--- src/rtl/regfile_bypass_sb.sv ---
// Parametrised multi-port register file with write-to-read bypass,
// optional registered read stage and a per-register busy scoreboard.
module regfile_bypass_sb #(
  parameter int DATA_W   = 16,
  parameter int ADDR_W   = 4,
  parameter int NUM_RD   = 2,
  parameter int ZERO_REG = 1,
  parameter int READ_LAT = 0
) (
  input  logic                     clk,
  input  logic                     rst,
  input  logic [NUM_RD*ADDR_W-1:0] src_reg,
  output logic [NUM_RD*DATA_W-1:0] src_data,
  output logic [NUM_RD-1:0]        src_busy,
  input  logic                     write_reg,
  input  logic [ADDR_W-1:0]        dst_reg,
  input  logic [DATA_W-1:0]        dst_data,
  input  logic                     rsv_en,
  input  logic [ADDR_W-1:0]        rsv_reg
);

  localparam int DEPTH = 1 << ADDR_W;

  logic [DATA_W-1:0]        regs_q [DEPTH];
  logic [DEPTH-1:0]         busy_q;
  logic [DEPTH-1:0]         busy_d;
  logic                     wr_ok;
  logic                     rsv_ok;
  logic [NUM_RD*DATA_W-1:0] rd_data;
  logic [NUM_RD-1:0]        rd_busy;
  logic [NUM_RD-1:0]        hit;
  logic [NUM_RD-1:0]        zero;

  always_comb begin
    wr_ok  = write_reg
          && !(ZERO_REG != 0 && dst_reg == '0);
    rsv_ok = rsv_en
          && !(ZERO_REG != 0 && rsv_reg == '0);
  end

  // Reserve applied after the clear: the new producer wins.
  always_comb begin
    busy_d = busy_q;
    if (write_reg) busy_d[dst_reg] = 1'b0;
    if (rsv_ok)    busy_d[rsv_reg] = 1'b1;
  end

  always_ff @(posedge clk or negedge rst) begin
    if (!rst) begin
      for (int i = 0; i < DEPTH; i++) begin
        regs_q[i] <= '0;
      end
      busy_q <= '0;
    end else begin
      if (wr_ok) regs_q[dst_reg] <= dst_data;
      busy_q <= busy_d;
    end
  end

  always_comb begin
    rd_data = '0;
    rd_busy = '0;
    hit     = '0;
    zero    = '0;
    for (int k = 0; k < NUM_RD; k++) begin
      hit[k]  = wr_ok
             && dst_reg == src_reg[k*ADDR_W +: ADDR_W];
      zero[k] = ZERO_REG != 0
             && src_reg[k*ADDR_W +: ADDR_W] == '0;
      unique case (1'b1)
        hit[k]:  rd_data[k*DATA_W +: DATA_W] = dst_data;
        zero[k]: rd_data[k*DATA_W +: DATA_W] = '0;
        default: rd_data[k*DATA_W +: DATA_W] =
                   regs_q[src_reg[k*ADDR_W +: ADDR_W]];
      endcase
      if (write_reg
          && dst_reg == src_reg[k*ADDR_W +: ADDR_W])
        rd_busy[k] = 1'b0;
      else
        rd_busy[k] = busy_q[src_reg[k*ADDR_W +: ADDR_W]];
    end
  end

  if (READ_LAT == 1) begin : g_reg
    logic [NUM_RD*DATA_W-1:0] data_out_q;
    logic [NUM_RD-1:0]        busy_out_q;

    always_ff @(posedge clk or negedge rst) begin
      if (!rst) begin
        data_out_q <= '0;
        busy_out_q <= '0;
      end else begin
        data_out_q <= rd_data;
        busy_out_q <= rd_busy;
      end
    end

    assign src_data = data_out_q;
    assign src_busy = busy_out_q;
  end else begin : g_comb
    assign src_data = rd_data;
    assign src_busy = rd_busy;
  end

endmodule

--- config.mk ---
export PLATFORM = sky130hd
export DESIGN_NAME = regfile_bypass_sb
export DESIGN_NICKNAME = d
export VERILOG_FILES = /design/src/rtl/regfile_bypass_sb.sv
export SDC_FILE = /design/constraint.sdc
export NUM_CORES = 1
export LEC_CHECK = 0
export BUFFER_PORTS_ARGS = -buffer_cell sky130_fd_sc_hd__buf_2
export CAP_MARGIN = 20
export CORE_UTILIZATION = 30
export DETAILED_ROUTE_END_ITERATION = 10
export PLACE_DENSITY_LB_ADDON = 0.05
export SYNTH_ARGS = -nofsm -noshare
export SYNTH_HDL_FRONTEND = slang
export SYNTH_SLANG_ARGS = --single-unit
export TNS_END_PERCENT = 10
--- constraint.sdc ---
create_clock -name clk -period 2.8 [get_ports clk]
set_input_delay 0 -clock clk [delete_from_list [all_inputs] [get_ports clk]]
set_output_delay 0 -clock clk [all_outputs]
set_load 0.005 [all_outputs]
==> Word-level counts from Yosys, hierarchy flattened <==
Cells that the tools add are included.
{ "word_totals": {"in_bits": 36, "regBits": 272} }
{ "classes": {"n_eq_ne": 2, "mux": 23, "bitwise_logic": 6, "reduce_logical": 15, "order_cmp": 10} }
{ "ops": {"columns": ["cell", "count"], "rows": [
  ["$bwmux W256", 1],
  ["$bmux W16 S4", 2],
  ["$mux W16", 7],
  ["$demux W16 S4", 1],
  ["$pmux W16 S2", 2],
  ["$lt A4 B5 Y1 const B", 4],
  ["$and A16 B16 Y16", 1],
  ["$logic_not A4 Y1", 4],
  ["$not A16 Y16", 1],
  ["$or A16 B16 Y16", 1],
  ["$ge A5 B5 Y1 const B", 3],
  ["$not A4 Y5", 3],
  ["$logic_and A1 B1 Y1", 9],
  ["$bmux W1 S4", 2],
  ["$demux W1 S4", 2],
  ["$eq A4 B4 Y1", 2],
  ["$ge A4 B1 Y1 const B", 2],
  ["$mux W1", 6],
  ["$lt A5 B1 Y1 const B", 1],
  ["$logic_not A1 Y1", 2]
]} }

==> Logic depth before layout (Yosys ltp) <==
Gate-level depths: netlist (run 1).
{ "logic_depth": {"depth_word": 9, "ltp_mapped": 7, "mapped_depth_nobuf": 4} }

==> Worst setup path after synthesis (run 1) <==
No wires, ideal clock.
{ "synth_path": {"kind": "input to register", "startpoint": "in dst_reg[1]", "endpoint": "reg regs_q[37] (netlist bit)", "path_stages": 5, "path_slack_ns": 1.351, "setup_ns": 0.125, "arrival_ns": 1.325, "n_path_buf": 2, "required_time_ns": 2.675, "path_cell_list": "buf_2 nand2b_1 nor2_1 buf_4 mux2_2"} }
{ "synth_between": {"elab_chain_len": 6, "word_cells_on_any_way": 10} }
{ "synth_lines": {"columns": ["element", "line", "source"], "rows": [
  ["from (decl)", "16", "input logic [ADDR_W-1:0] dst_reg,"],
  ["$not A4 Y5 (implied by the code)", "55", "if (wr_ok) regs_q[dst_reg] <= dst_data;"],
  ["$ge A5 B5 Y1 (implied by the code) / $lt A5 B1 Y1 (equally long branches)", "55", null],
  ["$logic_and A1 B1 Y1 (implied by the code)", "55", null],
  ["$mux W16 (implied by the code)", "55", null],
  ["$demux W16 S4", "55", null],
  ["$bwmux W256", "55", null],
  ["to (signal, indexed assignment)", "55", null],
  ["to (decl)", "24", "logic [DATA_W-1:0] regs_q [DEPTH];"]
]} }
Parallel ways exist; a longest one is shown, timed or not.
A chain may end at the register's enable or synchronous reset.

==> Worst setup path in the final report (run 1) <==
{ "layout_path": {"startpoint": "in dst_reg[0]", "endpoint": "out src_data[21]"} }
{ "layout_between": {"elab_chain_len": 5, "word_cells_on_any_way": 6} }
{ "layout_lines": {"columns": ["element", "line", "source"], "rows": [
  ["$logic_not A4 Y1", "36", "&& !(ZERO_REG != 0 && dst_reg == '0);"],
  ["$logic_not A1 Y1", "36", null],
  ["$logic_and A1 B1 Y1", "36", null],
  ["$logic_and A1 B1 Y1 *", "67", "&& dst_reg == src_reg[k*ADDR_W +: ADDR_W];"],
  ["$pmux W16 S2 *", "70", "unique case (1'b1)"],
  ["to (decl)", "13", "output logic [NUM_RD*DATA_W-1:0] src_data,"]
]} }
Every way passes the cells marked *; elsewhere a longest branch is shown, timed or not.

==> results.md, run 1 <==
Routing:
- The routed wire length per instance is 29.5 um.
- The detail-routed via count per cell is between 5 and 6.
- The detailed router placed ~9,400 vias in this run.
- The number of DRC markers after the initial detailed-route iteration is 542.
- The first TritonRoute pass finished after 5 iterations.
- Summed over all layers, the routed wires come to a little over 50 mm.
- The final routed DRC violation total is 0.
- The count of nets left with antenna violations once routing finished came out at 0.

Place:
- At the end of routability-driven placement, the weighted congestion stood at 0.731.
- The count of input and output buffers is just under 70.
- Detailed placement ended at an HPWL of 31.6 mm.

Yosys:
- The synthesized netlist cell count is 991.
- In this run, synthesis produced a sequential element count of 272.
- Summing the sequential cell areas from Yosys gives 46.4% of the chip area.
- The total nets after synthesis is between 1,000 and 1,500.
- The number of distinct library cell variants in the gate-level netlist after synthesis is 42.
- The mean area per synthesized cell is 14.8 sq um.
- The netlist area before placement is 14,700 sq um.
- The warning count from the yosys run is 0.

Clock network:
- TritonCTS built the clock tree.
- The clock transition at the registers of the reported paths is 0.05 ns.
- Counting the buffers created by CTS gives 36.
- The source-to-sink clock delay at the later pin of the worst-skew pair is 0.54 ns.
- The sink count of the clock tree is ~270.
- In this run the post-CTS setup repair buffer count came out at 0.
- The tree is rooted in a sky130_fd_sc_hd__clkbuf_16.
- The clock tree synthesis step divided the H-tree into 2 levels.
- The maximum count of clock buffers along a single path is 3.

Min path:
- The kind of path behind the tightest hold check is in2reg.

Critical path:
- The worst setup path is captured at a primary output.
- The critical path startpoint category is an input pin.
- In this run the worst path has a maximum fanout of 16.
- The critical path data arrival time is 2.35 ns.
- The critical path is of the in2out type.
- At the worst endpoint, the required time is 2.80 ns.

Die:
- The total number of placement rows is 80.
- The height of the chip is 223 um.
- The initial utilization of the core area, before any placement, comes to 30.6%.
- Pin placement for this block handled 70 I/O pins.
- The die area is ~50,000 sq um.
- In this run the horizontal extent of the chip is approximately 220 um.
- The core region is 47,900 sq um.

Timing:
- The final critical-path required period is 2.35 ns.
- The share of the clock period used by the worst path is a little over four fifths.
- The worst relative slew slack is around 46%.
- The hold violation total from the final report is 0.
- The final count of pins violating max slew is 0.
- Setup repair after global routing left no endpoint under its margin.
- Static timing analysis puts the maximum clock frequency at 0.425 GHz.
- On the final layout, the worst clock skew is 0 ns.
- After routing, the total negative slack on setup checks comes to 0 ns.
- The tightest hold path in the finished design has a slack of 0.0448 ns.
- Setup violations remaining at the end of the flow were counted as 0.
- At the pin with the least slew margin, the transition time is 0.814 ns.

GRT:
- The initial antenna violation count is 1.
- The global-route wire length before repair is 74.8 mm.
- The total routing resource utilization after global routing is 21.0%.
- The number of global-route vias before repair is approximately 10,000.
- The total global routing overflow is 0.
- The largest net degree at the start of global routing is a little under 80.

Outcome:
- The run finished with clean final reports.

Final layout:
- In the final layout, the share of cells above drive strength 1 is 52.4%.
- The area overhead of the layout relative to synthesis is 18.4%.
- The number of inserted diodes is 0.
- The number of nets at the end of the flow is 1,113.
- The utilization of the core after routing is 36.2%.

Power and ir drop:
- The ratio of total power to cell area is 747 nW/um^2.
- In this run the static leakage power is ~7.3 nW.
- The worst vdd rail ir drop is 0.311 mV.
- The total power after layout is ~13 mW.

Run:
- The tool flagged a number of max-cap violations equal to 0.
==> synth_stat cells, drive strengths merged <==
cell	instances	share of area [%]
dfrtp	272	46
a22oi	64	3.3
nand2b	3	0.13
or3	2	0.085
nand2	45	1.2
nand3b	2	0.10
a32o	2	0.14
a22o	33	2.0
o21ai	11	0.38
nor2	8	0.26
a21oi	2	0.068
a21boi	1	0.051
and4	2	0.12
a221oi	2	0.12
clkbuf	55	1.4
nor2b	9	0.40
inv	10	0.26
mux4	136	21
buf	56	2.2
xnor2	6	0.36
nor3b	1	0.051
and2	4	0.17
nor4	2	0.085
nor3	4	0.36
and2b	1	0.051
mux2	240	19
or2	2	0.085
and3	2	0.085
nand3	4	0.17
mux2i	2	0.14
o22ai	6	0.26
a211oi	2	0.10
==> layout make-up <==
class                   instances  area [sq um]
clock buffers                  53          1100
repair buffers                159          1230
inverters                      10          37.5
well taps                     615           769
multi-input cells             598          7330
clock inverters                 5          86.3
fillers                      4559         30600
flip-flops and latches        272          6810
==> worst paths after layout <==
check	slack, ns	endpoint	cells past startpoint	from
max in group asynchronous	1.89	regs_q[72]	3	rst
hold reg to reg	0.39	regs_q[252]	0	regs_q[252]
hold / removal	0.04	regs_q[50]	2	dst_data[2]
setup reg to reg	1.53	busy_q[8]	2	busy_q[8]
min in group asynchronous	0.06	regs_q[210]	2	rst
setup / recovery	0.45	src_data[21]	8	dst_reg[0]
==> registers in the layout, indices dropped and copies added, names as in the netlist <==
register	flops
busy_q	16
regs_q	256
==> layer usage <==
metal  share of wire (%)  up-vias  track usage, %
li1                    -     4008               -
met1                  45     5150            28.5
met2                  48      184            33.9
met3                 4.0       80            3.62
met4                 3.0        2            7.39
met5               0.024        -               0
==> cell usage in the layout, fill, tap and decap left out, types with 3 or more instances in the layout <==
cell	instances
sky130_fd_sc_hd__o22ai_1	6
sky130_fd_sc_hd__clkbuf_8	9
sky130_fd_sc_hd__nor3_4	3
sky130_fd_sc_hd__buf_4	57
sky130_fd_sc_hd__nor2b_1	3
sky130_fd_sc_hd__inv_1	10
sky130_fd_sc_hd__a22oi_1	64
sky130_fd_sc_hd__nor2_2	8
sky130_fd_sc_hd__nand2_1	45
sky130_fd_sc_hd__o21ai_0	11
sky130_fd_sc_hd__clkbuf_16	38
sky130_fd_sc_hd__nand2b_1	3
sky130_fd_sc_hd__nand3_1	3
sky130_fd_sc_hd__buf_12	10
sky130_fd_sc_hd__nor2b_2	6
sky130_fd_sc_hd__mux2_2	223
sky130_fd_sc_hd__dfrtp_1	272
sky130_fd_sc_hd__clkbuf_1	6
sky130_fd_sc_hd__xnor2_1	6
sky130_fd_sc_hd__a22o_1	33
sky130_fd_sc_hd__mux2_4	9
sky130_fd_sc_hd__dlygate4sd3_1	27
sky130_fd_sc_hd__mux4_2	136
sky130_fd_sc_hd__mux2_1	8
sky130_fd_sc_hd__and2_1	4
sky130_fd_sc_hd__buf_2	64
==> per-stage QoR <==
stage	setup WS [ns]	cells	area, sq um
floorplan	1.35	991	14700
global placement	0.582	1627	15900
detailed placement	0.562	1627	15900
CTS	0.483	1712	17400
global route	0.370	1712	17400
finish	0.447	1712	17400
==> worst max-delay path, stage by stage <==
cell and delay, ns:
sky130_fd_sc_hd__dlygate4sd3_1 0.53, sky130_fd_sc_hd__buf_2 0.18, sky130_fd_sc_hd__or2_2 0.29, sky130_fd_sc_hd__o21ai_0 0.28, sky130_fd_sc_hd__and2_1 0.18, sky130_fd_sc_hd__buf_4 0.35
sky130_fd_sc_hd__a22o_1 0.37, sky130_fd_sc_hd__buf_2 0.17
==> report_power, final <==
group | internal [mW] | switching [mW]
sequential | 4.80 | 0.609
combinational | 1.75 | 1.13
clock | 2.88 | 1.80
==> logic make-up (layout without fill, tap and decap cells) <==
kind of cell	after synthesis	in the layout	share of synthesized area (%)
buf+inv	121	227	3.90
simple gates	91	91	3.30
flops	272	272	46.4
xor+xnor	6	6	0.358
mux	378	378	39.7
compound gates	123	123	6.36
==> what timing repair did <==
item	in CTS	in global routing
endpoints found under the hold margin	332	0
resized for setup	0	0
hold buffers	27	0
(Power assumes the default switching activity.)
==> inputs of run 2 (changes only) <==
==> constraint.sdc (replaced) <==
create_clock -name clk -period 2 [get_ports clk]
set_input_delay 0 -clock clk [delete_from_list [all_inputs] [get_ports clk]]
set_output_delay 0 -clock clk [all_outputs]
set_load 0.005 [all_outputs]
==> run 2 against run 1 <==
Effect of this change:
- critical path type is now reg2out
- critical endpoint is now src_data[13]
- clock skew unchanged
- hold slack worse by 0.039 ns
- cell area up 3.2%
- the run now ends with setup timing left
- first-iteration DRC count down 6.3%
- worst setup slack worse by 0.59 ns
==> results.md, run 2 (synthesized netlist as in run 1, its figures left out) <==
Timing:
- The final count of pins violating max slew was 0 (unchanged).
- After layout, the worst path uses 107% of the clock period.
- The worst clock skew on the final layout came to 0 ns (unchanged).
- The worst relative slew slack is 61.2% (was 45.7%).
- The count of final setup violators is 30 (was 0).
- For the finished layout, the period the worst path requires is 2.15 ns.
- The maximum clock frequency is 0.466 GHz.
- RSZ-0062 raised after global routing: yes (was no).
- The hold violation total from the final report was 0 (unchanged).
- The transition time at the pin with the least slew margin is 0.581 ns (was 0.814 ns).
- The post-route worst setup slack came to -0.145 ns (was 0.447 ns).

GRT:
- The largest net degree at the start of global routing was 59 (was 78).
- The number of global-route vias before repair is 10,300 (was 10,100).
- The initial antenna violation count is 2 (was 1).
- The total global routing overflow is 0 (unchanged).
- The global-route wire length before repair is 75.6 mm (was 74.8 mm).
- The total routing resource utilization after global routing was 21.1% (was 21.0%).

Die:
- The total number of placement rows came to 80 (unchanged).
- The chip width is 223 um (unchanged).
- The height of the chip came to 223 um (unchanged).
- The floorplan core area is 47,900 sq um (unchanged).
- The starting density of the core is 30.6% (unchanged).
- The number of top-level pins is 70 (unchanged).
- The die area is 49,800 sq um (unchanged).

Final layout:
- The most common cell after layout, fill and taps aside is sky130_fd_sc_hd__dfrtp_1 (unchanged).
- The number of nets at the end of the flow is 1,128 (was 1,113).
- The number of flip-flops under the largest register name is 256 (unchanged).
- The top register by number of flip-flops is regs_q (unchanged).
- Registers with the highest flip-flop counts: regs_q x256, busy_q x16 (unchanged).
- Commonest cells after routing, fill and taps aside: sky130_fd_sc_hd__dfrtp_1 (272), sky130_fd_sc_hd__mux2_2 (223), sky130_fd_sc_hd__mux4_2 (136) (unchanged).
- The proportion of layout cells with a drive suffix above 1 was 58.2% (was 52.4%).
- The area overhead of the layout relative to synthesis is 22.2% (was 18.4%).
- The number of filler cells placed in the layout is 4,526 (was 4,559).
- The number of standard cells in the final layout excluding fillers is 1,733 (was 1,712).

Power and ir drop:
- The combinational group share of total power was 23.6% (was 22.3%).
- The switching power as a share of total power is 28.1% (was 27.3%).
- The internal power is 13.2 mW (was 9.43 mW).
- The proportion of power drawn by the clock network was 35.0% (was 36.1%).
- The switching power is 5.16 mW (was 3.54 mW).
- The leakage power total is 7.47 nW (was 7.33 nW).
- The ratio of total power to cell area is 1020 nW/um^2 (was 747 nW/um^2).
- The worst vdd rail ir drop is 0.470 mV (was 0.311 mV).
- The total power after layout is 18.3 mW (was 13.0 mW).
- The proportion of power drawn by flip-flops and latches is 41.4% (was 41.7%).

Routing:
- The number of optimization iterations in the first detailed-route pass came to 4 (was 5).
- The detailed-routed wire length on met3 is 1.73 mm (was 2.00 mm).
- The highest metal layer with signal wires is met5 (unchanged).
- The sum of routed wire segments on met1 is 23.1 mm (was 22.8 mm).
- The number of DRC markers after the initial detailed-route iteration is 508 (was 542).
- The count of antenna-violating nets left after detailed routing is 0 (unchanged).
- The total wire length is 50.6 mm (about the same).
- The routed wire length per instance was 29.2 um (was 29.5 um).
- The detail-routed via count per cell is 5.48 (was 5.50).
- The final routed DRC violation total came to 0 (unchanged).
- The total met2 wirelength after detailed routing is 24.6 mm (was 24.2 mm).
- The vias after detailed routing came to 9,493 (was 9,424).

Critical path:
- The critical path startpoint category is a flop (was input pin).
- The required time reported for the critical path endpoint is 2.00 ns (was 2.80 ns).
- The maximum fanout along the worst path was 3 (was 16).
- The category of the most critical setup path is reg2out (was in2out).
- The kind of capture point of the worst setup path is a primary output (unchanged).
- The logic depth of the worst register-to-register path was 2 (unchanged).
- The critical path data arrival time is 2.15 ns (was 2.35 ns).

Clock network:
- The number of H-tree levels is 2 (unchanged).
- The TritonCTS buffer count is 36 (unchanged).
- The maximum count of clock buffers along a single path came to 3 (unchanged).
- The source-to-sink clock delay at the later pin of the worst-skew pair is 0.53 ns (was 0.54 ns).
- The clock transition at the registers of the reported paths is 0.06 ns (was 0.05 ns).
- The TritonCTS clock tree is yes (unchanged).
- The sink count of the clock tree is 272 (unchanged).
- The cell at the root of the clock tree is sky130_fd_sc_hd__clkbuf_16 (unchanged).

Min path:
- The kind of path behind the tightest hold check is in2async (was in2reg).

Outcome:
- The checks that failed: setup timing.
- Status: finished, violations left (was completed).

Place:
- The count of input and output buffers is 69 (unchanged).
- The routability congestion estimate is 0.740 (was 0.731).
- The HPWL reported at the end of detailed placement is 32.9 mm (was 31.6 mm).
- The instance count after placement with tap cells included is 1,639 (was 1,627).

Run:
- The number of maximum-capacitance constraint violations came to 0 (unchanged).
## run 2: cell count changes in the layout (fill, tap and decap cells not counted), sizes merged
| cell | delta |
|---|---|
| clkbuf | +2 |
| diode | +1 |
| clkinvlp | +1 |
| dlygate4sd3 | +2 |
| buf | +13 |
| inv | +3 |
| bufinv | -1 |
## run 2: final timing paths
path | start | endpoint | slack, ns
min in group clk | dst_reg[2] | busy_q[11] | 0.04
max in group asynchronous | rst | regs_q[40] | 1.23
max reg2reg | busy_q[0] | busy_q[0] | 0.75
max | regs_q[189] | src_data[13] | -0.15
min reg2reg | regs_q[252] | regs_q[252] | 0.39
min | rst | regs_q[212] | 0.006
## run 2: metal layers
| metal | vias up | track usage (%) |
|---|---|---|
| met5 | - | 0 |
| met1 | 5190 | 29.2 |
| met4 | 2 | 5.98 |
| met3 | 64 | 2.71 |
| met2 | 188 | 34.6 |
| li1 | 4049 | - |
## run 2: through the flow
| step | setup WS, ns | utilization (%) | TNS (ns) | instance area [sq um] | hold WS [ns] |
|---|---|---|---|---|---|
| floorplan | 0.551 | - | 0 | 14700 | -0.296 |
| CTS | -0.214 | 37.2 | -3.27 | 17900 | 0.0102 |
| global placement | 0.0962 | 33.7 | 0 | 16100 | 0.00164 |
| global route | -0.233 | 37.4 | -4.51 | 17900 | 0.0351 |
| finish | -0.145 | 37.4 | -1.87 | 17900 | 0.00575 |
| detailed placement | 0.102 | 33.7 | 0 | 16100 | -0.00993 |
## run 2: final cells by class
cell class / instances / area (sq um) / share of cell area (%)
Tap cell: 615 / 769 / 4.29
Timing Repair Buffer: 174 / 1510 / 8.45
Sequential cell: 272 / 6810 / 38.0
Antenna cell: 1 / 2.50 / 0.0140
Clock inverter: 8 / 81.3 / 0.454
Multi-Input combinational cell: 598 / 7620 / 42.5
Clock buffer: 55 / 1080 / 6.05
Inverter: 10 / 37.5 / 0.209
## run 2: power by group through the flow
stage,clock network (mW),registers [mW],logic (mW)
final,6.41,7.60,4.33
after global routing,6.82,7.78,4.66
after CTS,6.62,7.59,4.36
after detailed placement,0,7.67,4.11
after global placement,0,7.65,4.07
after floorplan,0,7.34,2.94
## run 2: what timing repair did
item	CTS	global route
buffers inserted	1	1
endpoints found under the hold margin	494	0
pin swaps	80	5
setup endpoints to repair	34	34
resized for setup	52	11
hold buffers	29	0
## run 2: worst max-delay path: stages, from the launching register on
cell                      delay (ns)
sky130_fd_sc_hd__dfrtp_1        0.40
sky130_fd_sc_hd__mux4_2         0.48
sky130_fd_sc_hd__a22oi_2        0.29
sky130_fd_sc_hd__nand2_2        0.12
sky130_fd_sc_hd__a22o_1         0.20
sky130_fd_sc_hd__buf_2          0.13
==> inputs of run 3 (changes only) <==
==> constraint.sdc (replaced) <==
create_clock -name clk -period 2.4 [get_ports clk]
set_input_delay 0 -clock clk [delete_from_list [all_inputs] [get_ports clk]]
set_output_delay 0 -clock clk [all_outputs]
set_load 0.005 [all_outputs]
==> run 3 against run 2 <==
Effect of this change:
- the flow now finishes without violations
- cell area fell by 2.7%
- non-clock buffer count fell by 13
- first-iteration DRC count rose by 34%
- final cell count fell by 1.0%
- sequential share of layout area rose by 1.1 points
- critical endpoint is now src_data[12]
- largest cell class unchanged
==> results.md, run 3 (synthesized netlist as in run 1, its figures left out) <==
Outcome:
- Status: completed (was finished, violations left).

Power and ir drop:
- The total power after layout is 14.9 mW (was 18.3 mW).
- The switching power is 4.17 mW (was 5.16 mW).
- The leakage power total came to 7.34 nW (was 7.47 nW).
- The worst vdd rail ir drop is 0.436 mV (was 0.470 mV).
- The proportion of power drawn by the clock network is 34.4% (was 35.0%).
- The ratio of total power to cell area is 853 nW/um^2 (was 1020 nW/um^2).
- The switching power as a share of total power is 28.0% (was 28.1%).
- The proportion of power drawn by flip-flops and latches is 42.5% (was 41.4%).
- The internal power came to 10.7 mW (was 13.2 mW).
- The combinational group share of total power was 23.1% (was 23.6%).

Timing:
- The hold violation total from the final report was 0 (unchanged).
- The worst relative slew slack is 61.5% (was 61.2%).
- Timing would allow up to 0.426 GHz.
- RSZ-0062 raised after global routing: no (was yes).
- The transition time at the pin with the least slew margin came to 0.577 ns (was 0.581 ns).
- The share of the clock period used by the worst path is 97.7%.
- The worst clock skew on the final layout is 0 ns (unchanged).
- The worst path needs 2.35 ns of the cycle, external delays included.
- The post-route worst setup slack was 0.0543 ns (was -0.145 ns).
- The sum of negative setup slack is 0 ns (was -1.87 ns).
- The final count of pins violating max slew is 0 (unchanged).
- The count of final setup violators is 0 (was 30).

Clock network:
- The TritonCTS clock tree is yes (unchanged).
- The source-to-sink clock delay at the later pin of the worst-skew pair was 0.55 ns (was 0.53 ns).
- The post-cts hold buffer count is 30 (was 29).
- The maximum count of clock buffers along a single path is 3 (unchanged).
- The number of post-CTS setup repair buffers was 0 (was 1).
- The number of H-tree levels is 2 (unchanged).
- The post-cts repair resize count is 0 (was 52).
- The TritonCTS buffer count is 36 (unchanged).
- The cell at the root of the clock tree is sky130_fd_sc_hd__clkbuf_16 (unchanged).
- The clock transition at the registers of the reported paths is 0.05 ns (was 0.06 ns).
- The sink count of the clock tree came to 272 (unchanged).

Place:
- The HPWL reported at the end of detailed placement is 32.6 mm (was 32.9 mm).
- The post-placement setup slack is 0.308 ns (was 0.102 ns).
- The count of input and output buffers is 69 (unchanged).
- The routability congestion estimate is 0.741 (was 0.740).

Routing:
- The number of DRC markers after the initial detailed-route iteration is 680 (was 508).
- The detail-routed via count per cell was 5.55 (was 5.48).
- The number of optimization iterations in the first detailed-route pass is 5 (was 4).
- The final routed DRC violation total was 0 (unchanged).
- The total wire length was 51.4 mm (was 50.6 mm).
- The vias after detailed routing is 9,526 (was 9,493).
- The routed wire length per instance is 30.0 um (was 29.2 um).
- The count of antenna-violating nets left after detailed routing is 0 (unchanged).

GRT:
- The number of global-route vias before repair was 10,000 (was 10,300).
- The total global routing overflow was 0 (unchanged).
- The global-route wire length before repair was 75.8 mm (was 75.6 mm).
- The initial antenna violation count was 2 (unchanged).
- The total routing resource utilization after global routing is 21.3% (was 21.1%).
- The largest net degree at the start of global routing is 66 (was 59).

Critical path:
- The largest incremental delay on the critical path is 0.49 ns (was 0.48 ns).
- The master of the slowest instance on the critical path is sky130_fd_sc_hd__mux4_2 (unchanged).
- The critical path startpoint category is a flop (unchanged).
- The maximum fanout along the worst path is 3 (unchanged).
- The kind of capture point of the worst setup path is a primary output (unchanged).
- The category of the most critical setup path was reg2out (unchanged).
- CP cell instances: mux4_2 -> a22oi_1 -> nand2_1 -> a22o_1 -> buf_2 (was mux4_2 -> a22oi_2 -> nand2_2 -> a22o_1 -> buf_2).
- The start of the worst register-to-register path is busy_q[8] (was busy_q[0]).
- The required time reported for the critical path endpoint came to 2.40 ns (was 2.00 ns).
- The launch point of the critical path is regs_q[172] (was regs_q[189]).
- The critical path data arrival time is 2.35 ns (was 2.15 ns).

Final layout:
- The top register by number of flip-flops is regs_q (unchanged).
- The number of nets at the end of the flow is 1,115 (was 1,128).
- The footprint of the flip-flops and latches came to 6810 sq um (unchanged).
- Registers with the highest flip-flop counts: regs_q x256, busy_q x16 (unchanged).
- The number of filler cells placed in the layout is 4,573 (was 4,526).
- The most common cell after layout, fill and taps aside was sky130_fd_sc_hd__dfrtp_1 (unchanged).
- The proportion of layout cells with a drive suffix above 1 is 52.0% (was 58.2%).
- The combined area of the multi-input logic cells was 7330 sq um (was 7620 sq um).
- Commonest cells after routing, fill and taps aside: sky130_fd_sc_hd__dfrtp_1 (272), sky130_fd_sc_hd__mux2_2 (223), sky130_fd_sc_hd__mux4_2 (136) (unchanged).
- The number of flip-flops under the largest register name was 256 (unchanged).
- The area overhead of the layout relative to synthesis came to 18.8% (was 22.2%).

Die:
- The chip width came to 223 um (unchanged).
- The height of the chip is 223 um (unchanged).
- The number of top-level pins came to 70 (unchanged).
- The total number of placement rows came to 80 (unchanged).
- The floorplan core area is 47,900 sq um (unchanged).
- The starting density of the core is 30.6% (unchanged).
- The die area is 49,800 sq um (unchanged).

Run:
- The number of maximum-capacitance constraint violations is 0 (unchanged).

Min path:
- The kind of path behind the tightest hold check is in2reg (was in2async).
- The startpoint of the worst hold path is dst_reg[2].
==> run 3: area by class of cell <==
type,instances,area share (%)
multi-input combinational,598,42.0
sequential,272,39.1
timing repair buffer,161,8.03
clock buffer,54,6.08
tap,615,4.41
inverter,10,0.215
clock inverter,4,0.158
antenna,1,0.0144
==> run 3: path summary, 6_finish.rpt <==
kind	slack [ns]	cells past startpoint	endpoint
max	0.05	5	src_data[12]
max in group asynchronous	1.36	4	regs_q[53]
min	0.04	3	busy_q[0]
min in group asynchronous	0.43	3	regs_q[46]
min reg2reg	0.40	0	regs_q[251]
max reg2reg	1.14	2	busy_q[8]
==> run 3: power groups by stage <==
stage,logic (mW),clock network [mW],registers (mW)
3_5_place_dp,3.41,0,6.38
3_3_place_gp,3.38,0,6.39
5_1_grt,3.68,5.45,6.46
6_report,3.43,5.11,6.32
4_1_cts,3.47,5.29,6.31
2_1_floorplan,2.45,0,6.11
==> run 3: layer usage <==
layer / vias up / wire, um / GRT usage, %
met3: 61 / 1790 / 3.03
li1: 4029 / - / -
met2: 206 / 25100 / 34.9
met4: 0 / 965 / 5.18
met1: 5230 / 23500 / 29.7
met5: - / 0 / 0
==> run 3: worst max-delay path: cells and delay by family (launching register included) <==
| family | cells | cell delay, ns |
|---|---|---|
| AOI/OAI and AO/OA | 2 | 0.62 |
| muxes | 1 | 0.49 |
| DFF | 1 | 0.39 |
| and+or+nand+nor | 1 | 0.18 |
| buffers and inverters | 1 | 0.13 |
==> run 3: per-stage QoR <==
step / utilization [%] / cell area, sq um / hold WS [ns] / std cells
after global placement: 33.4 / 16000 / -0.0479 / 1626
after CTS: 36.3 / 17400 / 0.00380 / 1714
after detailed placement: 33.4 / 16000 / -0.0470 / 1626
after floorplan: - / 14700 / -0.296 / 991
final: 36.4 / 17400 / 0.0390 / 1715
after global routing: 36.3 / 17400 / 0.0329 / 1714
